--- src/rtl/btb_pkg.sv ---
// Shared types and helpers for the fully associative branch target buffer.
// Entry layout, counter encoding and the saturating counter step.
package btb_pkg;

  localparam int TAG_W   = 11;
  localparam int TAG_LSB = 2;
  localparam int CTR_W   = 2;

  localparam logic [CTR_W-1:0] CTR_SNT = 2'd0;
  localparam logic [CTR_W-1:0] CTR_WNT = 2'd1;
  localparam logic [CTR_W-1:0] CTR_WT  = 2'd2;
  localparam logic [CTR_W-1:0] CTR_ST  = 2'd3;

  typedef struct packed {
    logic             valid;
    logic [TAG_W-1:0] tag;
    logic [31:0]      target;
    logic [CTR_W-1:0] ctr;
  } btb_entry_t;

  function automatic logic [TAG_W-1:0] pc_tag(input logic [31:0] pc);
    return pc[TAG_W+TAG_LSB-1:TAG_LSB];
  endfunction

  function automatic logic [CTR_W-1:0] ctr_step(input logic [CTR_W-1:0] ctr,
                                                input logic             taken);
    if (taken) begin
      return (ctr == CTR_ST) ? ctr : ctr + 1'b1;
    end
    return (ctr == CTR_SNT) ? ctr : ctr - 1'b1;
  endfunction

endpackage

--- src/rtl/btb_tag_match.sv ---
// One comparator per BTB entry: XNOR each stored tag bit against the probe and
// AND-reduce, qualified by the entry's valid bit.
module btb_tag_match #(
  parameter int TAG_W = 11
) (
  input  logic             valid_i,
  input  logic [TAG_W-1:0] tag_i,
  input  logic [TAG_W-1:0] probe_i,
  output logic             match_o
);

  logic [TAG_W-1:0] bit_eq;

  assign bit_eq  = ~(tag_i ^ probe_i);
  assign match_o = valid_i & (&bit_eq);

endmodule

--- src/rtl/btb_predictor.sv ---
// Fully associative BTB: combinational fetch-side lookup, EX-side update or
// round-robin allocation on the rising edge, synchronous flush, async reset.
module btb_predictor
  import btb_pkg::*;
#(
  parameter int               ENTRIES  = 8,
  parameter int               IDX_W    = 3,
  parameter logic [CTR_W-1:0] CTR_INIT = CTR_WT
) (
  input  logic             clk_i,
  input  logic             rst_ni,
  input  logic [31:0]      fetch_pc_i,
  output logic             predict_hit_o,
  output logic             predict_taken_o,
  output logic [31:0]      predict_target_o,
  output logic [IDX_W-1:0] hit_index_o,
  input  logic             update_en_i,
  input  logic [31:0]      update_pc_i,
  input  logic [31:0]      update_target_i,
  input  logic             update_taken_i,
  input  logic             flush_all_i,
  output logic [IDX_W-1:0] alloc_ptr_o
);

  btb_entry_t       ent_q [ENTRIES];
  btb_entry_t       ent_d [ENTRIES];
  logic [IDX_W-1:0] alloc_ptr_q, alloc_ptr_d;

  logic [TAG_W-1:0]   fetch_tag, upd_tag;
  logic [ENTRIES-1:0] look_match, upd_match;
  logic               unused_pc_bits;

  assign fetch_tag      = pc_tag(fetch_pc_i);
  assign upd_tag        = pc_tag(update_pc_i);
  assign unused_pc_bits = ^{fetch_pc_i[31:TAG_W+TAG_LSB], fetch_pc_i[TAG_LSB-1:0],
                            update_pc_i[31:TAG_W+TAG_LSB], update_pc_i[TAG_LSB-1:0]};

  for (genvar g = 0; g < ENTRIES; g++) begin : g_match
    btb_tag_match #(.TAG_W(TAG_W)) u_look (
      .valid_i (ent_q[g].valid),
      .tag_i   (ent_q[g].tag),
      .probe_i (fetch_tag),
      .match_o (look_match[g])
    );
    btb_tag_match #(.TAG_W(TAG_W)) u_upd (
      .valid_i (ent_q[g].valid),
      .tag_i   (ent_q[g].tag),
      .probe_i (upd_tag),
      .match_o (upd_match[g])
    );
  end

  // Descending scans: the last assignment wins, so the lowest index takes priority.
  logic             look_hit;
  logic [IDX_W-1:0] look_idx;
  logic             upd_hit;
  logic [IDX_W-1:0] upd_idx;
  logic             has_free;
  logic [IDX_W-1:0] free_idx;

  always_comb begin
    look_hit = 1'b0;
    look_idx = '0;
    upd_hit  = 1'b0;
    upd_idx  = '0;
    has_free = 1'b0;
    free_idx = '0;
    for (int i = ENTRIES - 1; i >= 0; i--) begin
      if (look_match[i]) begin
        look_hit = 1'b1;
        look_idx = IDX_W'(i);
      end
      if (upd_match[i]) begin
        upd_hit = 1'b1;
        upd_idx = IDX_W'(i);
      end
      if (!ent_q[i].valid) begin
        has_free = 1'b1;
        free_idx = IDX_W'(i);
      end
    end
  end

  always_comb begin
    predict_hit_o    = look_hit;
    predict_taken_o  = 1'b0;
    predict_target_o = '0;
    hit_index_o      = '0;
    if (look_hit) begin
      predict_taken_o  = ent_q[look_idx].ctr[CTR_W-1];
      predict_target_o = ent_q[look_idx].target;
      hit_index_o      = look_idx;
    end
  end

  assign alloc_ptr_o = alloc_ptr_q;

  logic [IDX_W-1:0] victim;

  always_comb begin
    ent_d       = ent_q;
    alloc_ptr_d = alloc_ptr_q;
    victim      = has_free ? free_idx : alloc_ptr_q;
    if (flush_all_i) begin
      for (int i = 0; i < ENTRIES; i++) begin
        ent_d[i].valid = 1'b0;
      end
      alloc_ptr_d = '0;
    end else if (update_en_i) begin
      if (upd_hit) begin
        ent_d[upd_idx].target = update_target_i;
        ent_d[upd_idx].ctr    = ctr_step(ent_q[upd_idx].ctr, update_taken_i);
      end else if (update_taken_i) begin
        ent_d[victim].valid  = 1'b1;
        ent_d[victim].tag    = upd_tag;
        ent_d[victim].target = update_target_i;
        ent_d[victim].ctr    = CTR_INIT;
        // An invalid slot that happens to sit at the pointer still counts as consuming it.
        if (victim == alloc_ptr_q) begin
          alloc_ptr_d = (alloc_ptr_q == IDX_W'(ENTRIES - 1)) ? '0 : alloc_ptr_q + 1'b1;
        end
      end
    end
  end

  always_ff @(posedge clk_i or negedge rst_ni) begin
    if (!rst_ni) begin
      for (int i = 0; i < ENTRIES; i++) begin
        ent_q[i] <= '0;
      end
      alloc_ptr_q <= '0;
    end else begin
      ent_q       <= ent_d;
      alloc_ptr_q <= alloc_ptr_d;
    end
  end

endmodule

--- config.mk ---
export PLATFORM = sky130hd
export DESIGN_NAME = btb_predictor
export DESIGN_NICKNAME = d
export VERILOG_FILES = /design/src/rtl/btb_pkg.sv /design/src/rtl/btb_tag_match.sv /design/src/rtl/btb_predictor.sv
export SDC_FILE = /design/constraint.sdc
export NUM_CORES = 1
export LEC_CHECK = 0
export ABC_CLOCK_PERIOD_IN_PS = 9800
export CORE_MARGIN = 5
export CORE_UTILIZATION = 40
export DETAILED_ROUTE_END_ITERATION = 8
export HOLD_SLACK_MARGIN = 0.08
export PLACE_DENSITY_LB_ADDON = 0.15
export SETUP_SLACK_MARGIN = 0.5
export SLEW_MARGIN = 20
export SYNTH_ARGS = -nofsm -noshare
export SYNTH_HDL_FRONTEND = slang
export SYNTH_SLANG_ARGS = --single-unit
--- constraint.sdc ---
create_clock -name clk_i -period 9.8 [get_ports clk_i]
set_input_delay 1.96 -clock clk_i [delete_from_list [all_inputs] [get_ports clk_i]]
set_output_delay 1.96 -clock clk_i [all_outputs]
set_load 0.005 [all_outputs]
==> metrics.md <==
| Metric | Value |
|---|---|
| DR vias | `12.8k` |
| RSZ-0062 raised after global routing | `no` |
| Hold-fix buffers, CTS | `0` |
| Final setup violating endpoints | `0` |
| Largest net degree at the start of global routing | `179` |
| Setup total negative slack | `0 ns` |
| Max clock buf depth | `3` |
| Reg2reg path depth | `10` |
| FMAX | `119 MHz` |
| Minimum clock period | `8.40 ns` |
| Area Overhead vs Synth | `16.0%` |
| Worst Setup SP | `fetch_pc_i[2]` |
| Crit path capture type | `primary output` |
| Cell count after synthesis | `1603` |
| Setup Fix Bufs, Post-CTS | `0` |
| Initial antenna violation count | `0` |
| DR pass1 iterations | `4` |
| Ranking of synthesized cells by area | `dfrtp_1 (49%), mux2_2 (17%), xnor2_1 (8.1%), mux2i_1 (5.5%), nand4_1 (3.0%)` |
| Sequential share of the synthesized area | `0.487` |
| Worst Hold End | `ent_q[261]$_DFFE_PN0P_` |
| Root Buffer | `clkbuf_16` |
| Site row count | `80` |
| Share of synthesized registers carrying an async set or reset | `1.00` |
| Total CTS buffers | `44` |
| Layout cell share with drive strength beyond 1 | `0.270` |
| Num ports | `141` |
| Syn Nets | `1706` |
| Post-synth top area share | `0.487` |
| Post-layout util | `0.466` |
| Peak supply drop | `0.141 mV` |
| Vias in the first global route | `13.3k` |
| R2R Setup Slk | `5.74 ns` |
| Core area | `47400 sq um` |
| Setup Skew | `0.0157 ns` |
| Post-route cell area | `22100 sq um` |
| Period utilisation layout | `0.858` |
| Layout Nets | `1764` |
| Starting density of the core | `0.402` |
| Outcome | `finished, final reports clean` |
| Number of port buffers | `98` |
| Critical Path RT | `7.84 ns` |
| Clk_lat worst skew | `0.58 ns` |
| Routed Antenna Nets | `0` |
| Synth area leader | `dfrtp_1` |
| Flip-flop and latch count after synthesis | `371` |
| Pwr/cell area | `173 nW/um^2` |
| RR Startpoint | `ent_q[133]$_DFFE_PN0P_` |
| First-pass GRT wire length | `80300 um` |
| 1st-iter DRT viols | `826` |
| Clock sink count | `371` |
| Startpoint Class | `primary input` |
| Top cells by count, synth | `dfrtp_1 (371), mux2_2 (285), xnor2_1 (176)` |
| Placed inst area | `20500 sq um` |
| Tot GR Track Use | `0.195` |
| Worst-Margin Slew | `1.11 ns` |
| Die W | `228 um` |
| Hold_sp | `ent_q[261]$_DFFE_PN0P_` |
| CTS clk-pin slew, worst paths | `0.05 ns` |
| Post-Route WL | `51000 um` |
| Hold Path Cell Cnt | `1` |
| GRT overflow | `0` |
| DR WL/cell | `22.1 um` |
| Number of remaining DRC errors | `0` |
| Syn_area_per_cell | `11.9 sq um` |
| Synthesized area | `19100 sq um` |
| Max-slew violation count | `0` |
| Hold Crit Class | `register to register` |
| R2r endpoint | `ent_q[212]$_DFFE_PN0P_` |
| Count leader, synth | `dfrtp_1` |
| H-Tree Depth | `2` |
| Max-Cap Viols | `0` |
| CP Class | `primary input to primary output` |
| DP HPWL | `30300 um` |
| Final Hold Vio Count | `0` |
| Slew margin rel. | `0.259` |
| Via density | `5.54` |
| Routability cong. | `0.865` |
| Yosys cell types | `51` |
| Critical path fanouts, max | `99` |
| Post-synth EDFFs | `0` |
| CTS resizes | `0` |
| Arrival @ worst endpoint | `6.44 ns` |
| Die Ht | `228 um` |
| YS warnings | `0` |
| Number of diodes | `0` |
| Main synth FF type | `dfrtp_1` |
| CTS tree | `yes` |
| DIE AREA | `52100 sq um` |
| Static Leak | `9.46 nW` |
metrics by stage:
stage / setup slack [ns] / power (mW) / cells / hold slack (ns)
6_report: 1.40 / 3.83 / 2308 / 0.488
2_1_floorplan: 3.67 / 1.95 / 1603 / 0.452
3_5_place_dp: 1.37 / 2.09 / 2229 / 0.482
5_1_grt: 1.20 / 4.00 / 2308 / 0.510
3_3_place_gp: 1.37 / 2.08 / 2229 / 0.466
4_1_cts: 1.34 / 3.88 / 2307 / 0.495
layout by cell type, fill, tap and decap left out, types with 5 or more instances in the layout:
master / instances
clkinv_2: 7
nor2_1: 63
mux2_4: 30
dfrtp_1: 371
o22a_1: 14
mux2_2: 285
inv_1: 10
o22ai_1: 44
or2_2: 24
nand4_1: 92
or3_1: 10
nand2b_1: 6
nand2_1: 88
a21oi_1: 38
o221ai_1: 16
mux2i_1: 104
nand3_1: 5
buf_4: 23
and2_1: 5
xnor2_1: 176
clkbuf_8: 5
clkdlybuf4s50_1: 97
nor4_1: 5
mux2_1: 9
a21o_1: 6
bufinv_16: 8
clkbuf_16: 45
o211ai_1: 7
clkbuf_1: 7
o21ai_0: 12
nor3_1: 22
critical path, cell delays in order:
cell and delay, ns:
clkdlybuf4s50_1 0.86, xnor2_1 0.39, nand4_1 0.14, nor3_1 0.54, nor4_1 0.20, o32a_1 0.25, o32ai_1 0.34, a21oi_4 0.14
buf_12 0.32, mux2i_1 0.27, o22ai_1 0.09, or2_2 0.33, clkdlybuf4s50_1 0.54
final cells by class:
cell class / instances / area (sq um)
clock buffer: 57 / 1220
multi-input combinational: 1110 / 9240
tap: 615 / 769
inverter: 10 / 37.5
fill: 4354 / 25300
sequential: 371 / 9280
clock inverter: 21 / 348
timing repair buffer: 124 / 1230
report_power, final:
group,switching [mW],internal [mW]
Sequential,0.0717,1.64
Combinational,0.173,0.175
Clock,0.676,1.10
Total,0.921,2.91
routing by layer:
layer  part of all wire  GRT usage  up-vias
li1                   -          -     5864
met1               0.45      0.265     6598
met5                  0          0        -
met4              0.021     0.0465        0
met2               0.48      0.324      255
met3              0.042     0.0368       63
state kept, by name, indices dropped and copies added, names as in the netlist:
signal	cells
ent_q	368
alloc_ptr_o	3
worst max-delay path by stage:
stage	endpoint	slack, ns	cells after the start
6_report	predict_taken_o	1.40	13
5_1_grt	predict_taken_o	1.20	13
4_1_cts	predict_taken_o	1.34	12
3_5_place_dp	predict_taken_o	1.37	13
3_3_place_gp	predict_taken_o	1.37	12
2_1_floorplan	predict_target_o[16]	3.67	13
kinds of logic after synthesis:
logic type | after synthesis | share of synthesized area
AO/OA/AOI/OAI | 158 | 0.0547
multiplexers | 428 | 0.252
XOR/XNOR | 176 | 0.0808
flip-flops | 371 | 0.487
buffers and inverters | 122 | 0.0321
AND/OR/NAND/NOR | 344 | 0.0913
adder cells (fa/ha/maj) | 4 | 0.00249
No activity file was read; power rests on OpenSTA's default activity.
